[config.mk]
export PLATFORM = sky130hd
export DESIGN_NAME = bram_buf_writer
export DESIGN_NICKNAME = d
export VERILOG_FILES = /design/src/rtl/bram_buf_writer.sv
export SDC_FILE = /design/constraint.sdc
export NUM_CORES = 1
export LEC_CHECK = 0
export ABC_AREA = 1
export BUFFER_PORTS_ARGS = -buffer_cell sky130_fd_sc_hd__buf_2
export CORE_MARGIN = 1
export CORE_UTILIZATION = 42
export DETAILED_ROUTE_END_ITERATION = 10
export GPL_ROUTABILITY_DRIVEN = 1
export PLACE_DENSITY = 0.79
export SKIP_LAST_GASP = 1
export SYNTH_ARGS = -nofsm -noshare
export SYNTH_HDL_FRONTEND = slang
export SYNTH_SLANG_ARGS = --single-unit
[constraint.sdc]
create_clock -name BUF_ACLK -period 1 [get_ports BUF_ACLK]
set_input_delay 0.25 -clock BUF_ACLK [delete_from_list [all_inputs] [get_ports BUF_ACLK]]
set_output_delay 0.25 -clock BUF_ACLK [all_outputs]
set_load 0.01 [all_outputs]
[src/rtl/bram_buf_writer.sv]
// Sequential BRAM buffer filler: accepts words while filling, writes them one cycle later,
// holds off upstream once C_DEPTH words are captured until the consumer releases the buffer.
module bram_buf_writer #(
  parameter int C_DATA_WIDTH = 32,
  parameter int C_ADDR_WIDTH = 10,
  parameter int C_DEPTH      = 1024
) (
  input  logic                      BUF_ACLK,
  input  logic                      BUF_ARESET,
  input  logic [C_DATA_WIDTH-1:0]   DIN,
  input  logic                      DIN_VALID,
  output logic                      DIN_ACCEP,
  output logic [C_ADDR_WIDTH-1:0]   BRAM_ADDR,
  output logic [C_DATA_WIDTH-1:0]   BRAM_DIN,
  output logic                      BRAM_EN,
  output logic [C_DATA_WIDTH/8-1:0] BRAM_WE,
  output logic                      BUF_FULL,
  output logic                      BUF_DONE,
  input  logic                      BUF_RELEASE,
  output logic [C_ADDR_WIDTH:0]     BUF_COUNT
);

  typedef enum logic {FILL, HOLD} state_t;

  localparam logic [C_ADDR_WIDTH:0] DEPTH_C = (C_ADDR_WIDTH+1)'(C_DEPTH);
  localparam logic [C_ADDR_WIDTH:0] ONE_C   = (C_ADDR_WIDTH+1)'(1);

  state_t                    state_q, state_d;
  logic                      accep_q, accep_d;
  logic [C_ADDR_WIDTH:0]     count_q, count_d;
  logic [C_ADDR_WIDTH-1:0]   addr_q, addr_d;
  logic [C_DATA_WIDTH-1:0]   dat_q, dat_d;
  logic                      en_q, en_d;
  logic                      full_q, full_d;
  logic                      done_q, done_d;
  logic                      last_q, last_d;
  logic                      xfer;
  logic                      release_ok;

  assign xfer       = DIN_VALID & accep_q;
  assign release_ok = BUF_RELEASE & full_q;

  always_comb begin
    state_d = state_q;
    count_d = count_q;
    addr_d  = addr_q;
    dat_d   = dat_q;
    en_d    = xfer;
    last_d  = 1'b0;
    // last_q marks the cycle the final word sits on the BRAM port; full follows its write edge
    done_d  = last_q;
    full_d  = full_q | last_q;

    if (xfer) begin
      addr_d  = count_q[C_ADDR_WIDTH-1:0];
      dat_d   = DIN;
      count_d = count_q + ONE_C;
    end

    case (state_q)
      FILL: begin
        if (xfer && (count_q == DEPTH_C - ONE_C)) begin
          state_d = HOLD;
          last_d  = 1'b1;
        end
      end
      HOLD: begin
        if (release_ok) begin
          state_d = FILL;
          count_d = '0;
          full_d  = 1'b0;
        end
      end
      default: state_d = FILL;
    endcase

    // Registered from next state so accept never depends combinationally on inputs
    accep_d = (state_d == FILL);
  end

  always_ff @(posedge BUF_ACLK) begin
    if (BUF_ARESET) begin
      state_q <= FILL;
      accep_q <= 1'b0;
      count_q <= '0;
      addr_q  <= '0;
      dat_q   <= '0;
      en_q    <= 1'b0;
      full_q  <= 1'b0;
      done_q  <= 1'b0;
      last_q  <= 1'b0;
    end else begin
      state_q <= state_d;
      accep_q <= accep_d;
      count_q <= count_d;
      addr_q  <= addr_d;
      dat_q   <= dat_d;
      en_q    <= en_d;
      full_q  <= full_d;
      done_q  <= done_d;
      last_q  <= last_d;
    end
  end

  assign DIN_ACCEP = accep_q;
  assign BRAM_ADDR = addr_q;
  assign BRAM_DIN  = dat_q;
  assign BRAM_EN   = en_q;
  assign BRAM_WE   = {(C_DATA_WIDTH/8){en_q}};
  assign BUF_FULL  = full_q;
  assign BUF_DONE  = done_q;
  assign BUF_COUNT = count_q;

endmodule

==> metrics.txt <==
status complete, but fails checks; failing checks negative setup slack; final wirelength 9.43 mm; Critical Path Fanout Max 3; CP bufs+invs 3; core area 4880 sq um; All-Layer GR Usage 0.250; chip width 74.2 microns; Worst VDD drop 1170 uV; global route overflow 0; worst reg2reg path depth 6; Finished Cell Area 4480 sq um; Top Layer Used met4; Detail Route met3 WL 628 microns; Place WS -0.180 ns; fin crit share 1.24; Rows 25; crit-path cells buf_6, nand3_4, buf_4, buf_6, o21ai_1, a21oi_2; WP data arrival 1.47 ns; die footprint 5500 sq um; Total Power 0.00631 W; clock root cell clkbuf_8; Max clock buf depth 2; # setup viols final 115; Hold Worst Slack 0.166 ns; fillers 187; startpoint types flop; Post-Place Cell Area 2930 sq um; Post-Syn Nets 319; Max stage delay cell, worst path dfxtp_4; CP Class flop to flop; Via Count 2,686; Nets 470; Rel. slew slack 0.793; synthesized instance count 282; RSZ-0062 raised after global routing true; first-pass GRT wire length 10.1 mm; Yosys reg bits 59; HPWL Detailed 3.86 mm; Distinct cells, synth 21; met1 WL 3.49 mm; Ant. Diodes 0; max-cap viol count 0; Worst Skew 0.0111 ns; Post-Syn Area 2190 sq um; Min Clock Period, post-route 1.24 ns; vias in the first global route 2,194; largest net degree at the start of global routing 40; DRC viols 0; hold path cells 3; Worst path top cell family by delay flip-flops; Max stage delay on crit path 0.41 ns; clock tree sinks 59; worst hold path type primary input to flop; CTS Buf Count 9; Area Overhead vs Synth 105%; Worst path depth 6; DR WL/cell 18.7 microns; Setup crit end kind flop; CTS tree yes; Port Buffer Count 96; Setup WS post-layout -0.243 ns; Pre-antenna DRT Iters 6; Critical Path RT 1.23 ns; fmax 805 MHz; Initial Utilization 0.448; DR vias/cell 5.32; Seq/Total Area, Yosys 0.540; I/O Pins 97; clock slew at reported path FFs 0.08 ns; RePlAce Congestion 0.762; dpl cells 455; Slew @ Worst Pin 0.307 ns; Slew Limit Fails 0; Layout Cells excl Fill 505; Ys Warns 0; final antenna-violating net count 0; Worst-Skew Late Latency 0.35 ns; most frequent cell on the critical path buf_6; met2 wire length 4.94 mm; P_leak 1.94 nW; Syn Area/Cell 7.76 sq um; H-tree Lvls 3; initial antenna violation count 0; PD cells 1410 nW/um^2; initial drt markers 155; Die Y 74.2 microns; share of layout cells above drive strength 1 0.685; final hold viol count 0
==> worst paths after layout <==
| kind | start | endpoint | slack (ns) |
|---|---|---|---|
| min | DIN[25] | BRAM_DIN[25] | 0.17 |
| max | DIN_ACCEP | BUF_COUNT[4] | -0.24 |
| min reg2reg | done_d | BUF_DONE | 0.46 |
| max reg2reg | DIN_ACCEP | BUF_COUNT[4] | -0.24 |
==> cells by family (layout without fill, tap and decap cells) <==
family,Yosys count,count (layout),share of synthesized area
compound gates,55,55,0.126
flops,59,59,0.540
buf+inv,32,188,0.0709
xor+xnor,2,2,0.00801
fa+ha+maj,1,1,0.00572
simple gates,133,133,0.249
==> where the power goes <==
part	switching [W]	internal (W)
clock network	0.00101	0.00162
logic	0.000485	0.000584
registers	0.000139	0.00248
total	0.00164	0.00468
==> synth_stat cells (all sizes together) <==
cell / count / area, sq um
o21ai: 42 / 210
ha: 1 / 12.5
nand3b: 2 / 15.0
nor3: 2 / 10.0
nand2: 29 / 111
nand4: 3 / 18.8
buf: 13 / 83.8
nor2: 92 / 360
a21oi: 13 / 65.1
dfxtp: 59 / 1180
clkbuf: 5 / 18.8
xor2: 2 / 17.5
inv: 14 / 52.6
nand3: 5 / 30.0
==> state kept, by name (all words and copies together), names as in the netlist <==
name and cells:
BUF_FULL 1, BRAM_ADDR 10, state_q 1, BRAM_DIN 32
BUF_COUNT 11, BRAM_EN 1, BUF_DONE 1, done_d 1
DIN_ACCEP 1
==> worst reg2reg max path, cell delays in order, from the launching register on <==
cell	delay [ns]
dfxtp_4	0.41
buf_6	0.11
nand3_4	0.08
buf_4	0.15
buf_6	0.11
o21ai_1	0.18
a21oi_2	0.08
==> cell type report <==
cell class                 instances  area [sq um]  share of cell area
multi-input combinational        191          1250               0.280
sequential                        59          1270               0.283
clock buffer                      12           166              0.0372
tap                               67          83.8              0.0187
timing repair buffer             157          1560               0.349
clock inverter                     4          70.1              0.0157
timing repair inverter             1          8.76             0.00196
inverter                          14          65.1              0.0145
==> per-stage QoR <==
stage,setup TNS (ns),utilization
CTS,-4.76,0.786
finish,-11.81,0.917
global placement,-2.82,0.600
floorplan,-0.312,-
detailed placement,-4.54,0.600
global route,-15.06,0.917
==> metal layers <==
| metal | vias to the layer above | GRT usage |
|---|---|---|
| li1 | 1211 | - |
| met1 | 1298 | 0.272 |
| met2 | 140 | 0.444 |
| met3 | 37 | 0.0840 |
| met4 | 0 | 0.105 |
| met5 | - | 0 |
==> what timing repair did <==
item                                   4_1_cts  5_1_grt
pin swaps                                   12       28
gates cloned                                 2        7
gates resized for setup                    146      119
setup endpoints to repair                  114      116
buffers inserted                            11       15
hold buffers                                 0        0
endpoints found under the hold margin        0        0
==> cell usage in the layout, fill, tap and decap left out, types with 2 or more instances in the layout <==
master / n
buf_16: 2
buf_2: 36
a21oi_1: 4
nand3_1: 2
nand2_1: 23
nand3b_1: 2
nand3_2: 2
clkbuf_8: 10
buf_6: 75
nand2_2: 3
buf_12: 4
inv_2: 2
nand2_8: 2
buf_8: 2
o21ai_1: 19
buf_4: 33
dfxtp_1: 3
nor2_2: 10
inv_1: 11
dfxtp_2: 50
dfxtp_4: 6
nor2_4: 33
nand4_1: 3
clkinv_2: 2
o21ai_2: 3
nor2_1: 49
clkbuf_16: 6
o21ai_0: 19
a21oi_2: 9
bufinv_16: 2
No activity file was read; power rests on OpenSTA's default activity.
